### src/rtl/led_scan_pkg.sv
// Shared types and constants for the 4-digit LED scan controller.
package led_scan_pkg;

    typedef enum logic {
        BLANK = 1'b0,
        DRIVE = 1'b1
    } scan_state_e;

    localparam int          NUM_DIGITS = 4;
    localparam int          CNT_W      = 16;
    localparam logic [3:0]  AN_OFF     = 4'b1111;

    // Active-low one-cold anode mask for the selected digit.
    function automatic logic [3:0] anode_sel(input logic [1:0] idx);
        return ~(4'b0001 << idx);
    endfunction

endpackage

### src/rtl/led_scan_timer.sv
// Phase timer: up-counter with terminal-count compare against a selectable limit.
module led_scan_timer
    import led_scan_pkg::*;
(
    input  logic             clk,
    input  logic             reset,
    input  logic [CNT_W-1:0] limit_i,
    input  logic             clear_i,
    input  logic             en_i,
    output logic             tc_o
);

    logic [CNT_W-1:0] cnt_q, cnt_d;

    assign tc_o = (cnt_q == limit_i);

    always_comb begin
        cnt_d = cnt_q;
        if (clear_i) begin
            cnt_d = '0;
        end else if (en_i) begin
            cnt_d = cnt_q + CNT_W'(1);
        end
    end

    always_ff @(posedge clk) begin
        if (reset) begin
            cnt_q <= '0;
        end else begin
            cnt_q <= cnt_d;
        end
    end

endmodule

### src/rtl/led_scan_controller.sv
// Scans a double-buffered 4-nibble display memory across four common-anode
// digits, inserting an all-off gap before each digit to suppress ghosting.
module led_scan_controller
    import led_scan_pkg::*;
#(
    parameter int DIGIT_CYCLES = 50000,
    parameter int BLANK_CYCLES = 500
) (
    input  logic       clk,
    input  logic       reset,
    input  logic       wr_en,
    input  logic [1:0] wr_addr,
    input  logic [3:0] wr_data,
    input  logic       commit,
    output logic       commit_pending,
    output logic [3:0] char,
    output logic [3:0] an,
    output logic       frame_done
);

    localparam logic [CNT_W-1:0] DIGIT_LIM = CNT_W'(DIGIT_CYCLES - 1);
    localparam logic [CNT_W-1:0] BLANK_LIM = CNT_W'(BLANK_CYCLES - 1);

    scan_state_e                 state_q, state_d;
    logic [1:0]                  idx_q, idx_d;
    logic [NUM_DIGITS-1:0][3:0]  shadow_q, shadow_d;
    logic [NUM_DIGITS-1:0][3:0]  active_q, active_d;
    logic                        pending_q, pending_d;
    logic                        frame_done_q, frame_done_d;

    logic [CNT_W-1:0]            limit;
    logic                        tc;
    logic                        boundary;

    assign limit = (state_q == BLANK) ? BLANK_LIM : DIGIT_LIM;

    // Counter restarts from zero on every phase change, i.e. at terminal count.
    led_scan_timer u_timer (
        .clk     (clk),
        .reset   (reset),
        .limit_i (limit),
        .clear_i (tc),
        .en_i    (1'b1),
        .tc_o    (tc)
    );

    always_comb begin
        state_d      = state_q;
        idx_d        = idx_q;
        shadow_d     = shadow_q;
        active_d     = active_q;
        pending_d    = pending_q;
        boundary     = 1'b0;

        if (wr_en) begin
            shadow_d[wr_addr] = wr_data;
        end

        case (state_q)
            BLANK: begin
                if (tc) begin
                    state_d = DRIVE;
                end
            end
            DRIVE: begin
                if (tc) begin
                    state_d  = BLANK;
                    idx_d    = idx_q + 2'd1;
                    boundary = (idx_q == 2'(NUM_DIGITS - 1));
                end
            end
            default: state_d = BLANK;
        endcase

        // The copy takes shadow_d so a write landing on the boundary is included.
        if (boundary) begin
            if (pending_q || commit) begin
                active_d = shadow_d;
            end
            pending_d = 1'b0;
        end else if (commit) begin
            pending_d = 1'b1;
        end

        frame_done_d = boundary;
    end

    always_ff @(posedge clk) begin
        if (reset) begin
            state_q      <= BLANK;
            idx_q        <= '0;
            shadow_q     <= '0;
            active_q     <= '0;
            pending_q    <= 1'b0;
            frame_done_q <= 1'b0;
        end else begin
            state_q      <= state_d;
            idx_q        <= idx_d;
            shadow_q     <= shadow_d;
            active_q     <= active_d;
            pending_q    <= pending_d;
            frame_done_q <= frame_done_d;
        end
    end

    assign an             = (state_q == DRIVE) ? anode_sel(idx_q) : AN_OFF;
    assign char           = active_q[idx_q];
    assign commit_pending = pending_q;
    assign frame_done     = frame_done_q;

endmodule
### config.mk
export PLATFORM = sky130hd
export DESIGN_NAME = led_scan_controller
export DESIGN_NICKNAME = d
export VERILOG_FILES = /design/src/rtl/led_scan_pkg.sv /design/src/rtl/led_scan_timer.sv /design/src/rtl/led_scan_controller.sv
export SDC_FILE = /design/constraint.sdc
export NUM_CORES = 1
export LEC_CHECK = 0
export CELL_PAD_IN_SITES_DETAIL_PLACEMENT = 1
export CELL_PAD_IN_SITES_GLOBAL_PLACEMENT = 2
export CORE_AREA = 2 2 86 88
export DETAILED_ROUTE_END_ITERATION = 7
export DIE_AREA = 0 0 88 90
export GPL_TIMING_DRIVEN = 1
export PLACE_DENSITY_LB_ADDON = 0.1
export RECOVER_POWER = 25
export SLEW_MARGIN = 40
export SYNTH_ARGS = -nofsm -noshare
export SYNTH_HDL_FRONTEND = slang
export SYNTH_HIERARCHICAL = 1
export SYNTH_SLANG_ARGS = --single-unit
### constraint.sdc
create_clock -name clk -period 3.5 [get_ports clk]
set_clock_uncertainty 0.2 [all_clocks]
set_input_delay 0.7 -clock clk [delete_from_list [all_inputs] [get_ports clk]]
set_output_delay 0.7 -clock clk [all_outputs]
set_load 0.01 [all_outputs]
Word-level counts from Yosys, hierarchy flattened
Index checks and enable logic that the tools add are counted.
{"block": "totals", "register_bits": 53, "out_inout_bits": 10}
{"block": "op_classes", "add_sub_neg": 2, "n_lt_le_gt_ge": 3, "eq_ne": 2, "shift": 1, "mux": 13, "bitwise_logic": 2, "reduce_logical": 6}
{"op": "two-way mux 16 bit", "count": 2}
{"op": "adder 16 x 1 -> 16 bit, second input constant", "count": 1}
{"op": "bitwise mux 16 bit", "count": 1}
{"op": "== test 16 bit", "count": 1}
{"op": "two-way mux 4 bit", "count": 3}
{"op": "binary-select mux 4 bit (select 2 bit)", "count": 1}
{"op": "demux 4 bit (select 2 bit)", "count": 1}
{"op": "less-than comparator 2 x 3 -> 1 bit, second input constant", "count": 2}
{"op": "two-way mux 1 bit", "count": 4}
{"op": "inverter 4 bit", "count": 1}
{"op": "AND reduction 2 bit", "count": 2}
{"op": "OR reduction 2 bit", "count": 2}
{"op": "<< shifter 1 x 2 -> 4 bit, first input constant", "count": 1}
{"op": "adder 2 x 1 -> 2 bit, second input constant", "count": 1}
{"op": "== test 2 bit, second input constant", "count": 1}
{"op": "greater-or-equal comparator 2 x 1 -> 1 bit, second input constant", "count": 1}
{"op": "case mux 1 bit (2 select lines)", "count": 1}
{"op": "logical AND 1 bit", "count": 1}
{"op": "logical OR 1 bit", "count": 1}
{"op": "inverter 1 bit", "count": 1}

Logic depth before layout (Yosys ltp)
{"block": "logic_depth", "depth_word": 6, "mapped_depth": 8, "ltp_nobuf": 8}

Hierarchy
Netlist, hierarchy kept.
{"mod": "led_scan_controller", "instances": 1, "cells_each": 140, "area_each_um2": 1577.8}
{"mod": "led_scan_timer", "instances": 1, "cells_each": 107, "area_each_um2": 933.4}

Worst setup path before layout
Ideal clock, no wire load.
{"block": "synth_timing", "kind": "reg-to-reg", "from": "register state_q", "to": "register u_timer.cnt_q[0]", "setup_ps": 128, "arrival_time_ps": 2240, "t_required_ps": 3172, "slack_ps": 933, "stages_incl_launch_ff": 9, "period_less_slack_ps": 2567, "path_cell_list": "dfxtp_1 inv_1 xnor2_1 nand4_1 nor4_1 or2_2 clkbuf_1 clkbuf_1 nor2_1"}
{"block": "synth_between", "elab_chain_cells": 3}
{"element": "from (decl)", "line_no": "led_scan_controller.sv:24", "source": "scan_state_e state_q, state_d;"}
{"element": "from (signal assigned)", "line_no": "led_scan_controller.sv:97", "source": "state_q <= state_d;"}
{"element": "two-way mux 16 bit", "line_no": "led_scan_controller.sv:35", "source": "assign limit = (state_q == BLANK) ? BLANK_LIM : DIGIT_LIM;"}
{"element": "net limit[4]", "line_no": "led_scan_controller.sv:31", "source": "logic [CNT_W-1:0] limit;"}
{"element": "== test 16 bit", "line_no": "led_scan_timer.sv:15", "source": "assign tc_o = (cnt_q == limit_i);"}
{"element": "net tc", "line_no": "led_scan_controller.sv:32", "source": "logic tc;"}
{"element": "OR reduction 2 bit (no source line)"}
{"element": "to (signal assigned)", "line_no": "led_scan_timer.sv:30", "source": "cnt_q <= cnt_d;"}
{"element": "to (decl)", "line_no": "led_scan_timer.sv:13", "source": "logic [CNT_W-1:0] cnt_q, cnt_d;"}
The timed path passes the listed nets, and every way through them passes these cells.
A chain may end at the register's enable or synchronous reset.

Final worst setup path
{"block": "layout_timing", "from": "register idx_q[0]", "to": "output port char[2]"}
{"block": "layout_between", "elab_chain_cells": 2}
{"element": "from (decl)", "line_no": "led_scan_controller.sv:25", "source": "logic [1:0] idx_q, idx_d;"}
{"element": "from (signal assigned)", "line_no": "led_scan_controller.sv:98", "source": "idx_q <= idx_d;"}
{"element": "binary-select mux 4 bit (select 2 bit)", "line_no": "led_scan_controller.sv:107", "source": "assign char = active_q[idx_q];"}
{"element": "two-way mux 4 bit (not written as such)", "line_no": "led_scan_controller.sv:107"}
{"element": "to (decl)", "line_no": "led_scan_controller.sv:16", "source": "output logic [3:0] char,"}
No other way between the ends. The select of a mux whose other input is x is not followed.

==> out/results.ini <==
[setup_path]
cp.buffers_inverters=1
cp_slowest_stage_delay_ns=0.66
cp-start-kind=flip-flop
ff2ff_setup_slack_ns=0.83
r2r-start=state_q
end_kind=output port
cp_slowest_cell=dfxtp_1
reg2reg_to=active_q[2]
path_max_fanout=8
path_class=flip-flop to output port
path_delay_family=flip-flops
crit_chain=mux4_2 > clkdlybuf4s50_1
r2r_cells=9
cp.arrival_ns=2.02
crit_required_ns=2.60

[detailed_routing]
wirelength_um=4970
drt-initial-drc-count=23
drc=0
postRouteAntennaNets=0
dr_total_vias=1729
via_per_inst=4.61
dr.pass1.iters=3
wire_per_inst_um=13.3

[cts]
postCtsSetupBuffers=0
cts.repair.resized=0
clock_path_buffers=2
tritoncts=built
clk-insertion-delay-late_ns=0.31
clkSinkCount=53
cts_buffers=5
ctsHoldBuffers=0
clkSlewWorstSetupHoldPaths_ns=0.10
cts_root_buf=clkbuf_8
cts_htree_levels=2

[grt]
grt_pass1_vias=1772
grtUsageTotal_pct=14.0
grt_antenna_before_repair=0
gr-total-overflow=0
grt_max_degree=39
grt_pass1_wl_um=8830

[floorplanning]
io_pins=20
dieArea_um2=7920
start_util_pct=35.8
core_um2=7020
die_h_um=90
die_x_um=88
rows=31

[synth]
synth_xor_xnor_area_share_pct=9.42
synthSimpleGateAreaFrac_pct=18.8
yosys_warnings=6
synth-compound-area-share_pct=11.0
yosysSeqAreaShare_pct=42.3
syn_inst=247
postSynthAreaPerCell_um2=10.2
muxShareOfSynthArea_pct=10.8
syn-cell-area_um2=2510
synth_top_family_by_area=simple AND/OR/NAND/NOR gates
synth_cell_types=42
synth-seq-cells=53
synthAdderAreaFrac_pct=2.99

[finish]
final_nets=291
antenna_cells=0
layout-drive-gt1-share_pct=15.9
area_delta_synth_final_pct=15.0

[sta]
worst_slew_margin_rel_pct=34.9
holdWs_ns=0.304
rsz0062_at_grt=no
worst_slack_ns=0.579
finalSetupViolations=0
slew_viol_final=0
min_period_over_period_pct=83.5
tightest_slew_ns=0.975
max_clock_freq_mhz=342
finalSetupTns_ns=0
fin_crit_ns=2.92
finalHoldViolCount=0

[outcome]
outcome=completed

[min_path]
min_to=active_q[12]
hold_depth=2
hold_path.class=flip-flop to flip-flop
min_from=active_q[12]

[power]
power.total_w=0.00104
leakagePower_nw=1.05
powerDensity_nw_per_um2=361
ir_drop_mv=0.154

[place]
post-dp-hpwl_um=3470
pre_cts_ws_ns=0.874
gp_congestion=0.673
io_buffer_count=19

[job]
max_cap_viol_count=0

## worst max-delay path by stage
stage                     startpoint               end  slack, ns  cells after the start
after floorplan              state_q  u_timer/cnt_q[0]       0.93                      8
after global placement      idx_q[0]           char[2]       0.89                      2
after detailed placement    idx_q[0]           char[2]       0.87                      2
after CTS                   idx_q[0]           char[2]       0.52                      2
after global routing        idx_q[0]           char[1]       0.48                      2
final                       idx_q[0]           char[2]       0.58                      2
## cell usage in the layout, fill, tap and decap left out, drive strengths merged, types with 3 or more instances in the layout
cell type / netlist / layout
dfxtp: 53 / 53
nor2: 50 / 50
xnor2: 22 / 22
mux2i: 18 / 18
clkdlybuf4s50: 0 / 18
a211oi: 16 / 16
conb: 2 / 14
nand2: 10 / 10
nand3: 7 / 7
nand4: 7 / 7
ha: 6 / 6
inv: 5 / 6
clkbuf: 4 / 6
xor2: 5 / 5
mux4: 4 / 4
a21oi: 4 / 4
buf: 10 / 3
## logic make-up (layout without fill, tap and decap cells)
logic type	Yosys count	count (layout)
simple gates	90	90
flops	53	53
compound gates	28	28
xor+xnor	27	27
mux	22	22
buf+inv	19	36
fa+ha+maj	6	6
other cells	2	14
## registers in the layout, indices dropped and copies added (netlist names)
| signal | cells |
|---|---|
| idx_q | 2 |
| active_q | 16 |
| u_timer/cnt_q | 16 |
| state_q | 1 |
| commit_pending | 1 |
| frame_done | 1 |
| shadow_q | 16 |
## cells in the mapped netlist, drive strengths merged
library cell / count / area share, %
or2: 1 / 0.25
conb: 2 / 0.30
mux2i: 18 / 7.2
a41o: 1 / 0.40
o31ai: 2 / 0.60
nor2b: 1 / 0.25
nor2: 50 / 8.5
and3: 1 / 0.25
a31o: 1 / 0.35
mux4: 4 / 3.6
buf: 10 / 2.7
nor3: 2 / 0.40
or4: 2 / 0.60
inv: 5 / 0.75
a311oi: 1 / 0.35
xor2: 5 / 1.7
nor3b: 2 / 1.0
clkbuf: 4 / 1.0
ha: 6 / 3.0
nand2: 10 / 1.8
a21oi: 4 / 0.80
xnor2: 22 / 7.7
a211oi: 16 / 7.6
nand3: 7 / 1.4
a31oi: 1 / 0.25
nor4: 2 / 1.1
o21ai: 1 / 0.20
o2111a: 1 / 0.50
nand3b: 2 / 0.60
nand4: 7 / 1.7
dfxtp: 53 / 42
or3: 1 / 0.25
and4: 2 / 0.70
## layout make-up
type                       instances  area, µm²
timing repair buffer              23        216
inverter                           5       18.8
sequential                        53       1060
multi-input combinational        187       1370
fill                             795       4130
clock buffer                       5       68.8
tap                               99        124
clock inverter                     3       26.3
## layer usage
metal,global-route usage [%],share of wire [%],wire (µm),vias up
li1,-,-,-,894
met1,18.6,48,2400,816
met2,22.6,48,2380,14
met3,3.12,2.6,130,5
met4,4.23,1.4,68,0
met5,0,0,0,-
## through the flow
| step | utilization [%] | instances | instance area, µm² |
|---|---|---|---|
| floorplan | - | 259 | 2560 |
| global placement | 40.0 | 367 | 2810 |
| detailed placement | 40.0 | 367 | 2810 |
| CTS | 41.3 | 375 | 2900 |
| global route | 41.1 | 375 | 2890 |
| finish | 41.1 | 375 | 2890 |
## where the power goes
| part | switching, W | total [W] | internal [W] |
|---|---|---|---|
| registers | 0.00000622 | 0.000618 | 0.000612 |
| logic | 0.0000373 | 0.0000668 | 0.0000295 |
| clock network | 0.000211 | 0.000357 | 0.000146 |
| total | 0.000255 | 0.00104 | 0.000787 |
## worst min-delay path: stages (launching register included)
cell and delay [ns]:
dfxtp_1 0.32, nor2_1 0.09, a211oi_1 0.05
Note: power is estimated with default switching activity, not from simulation.
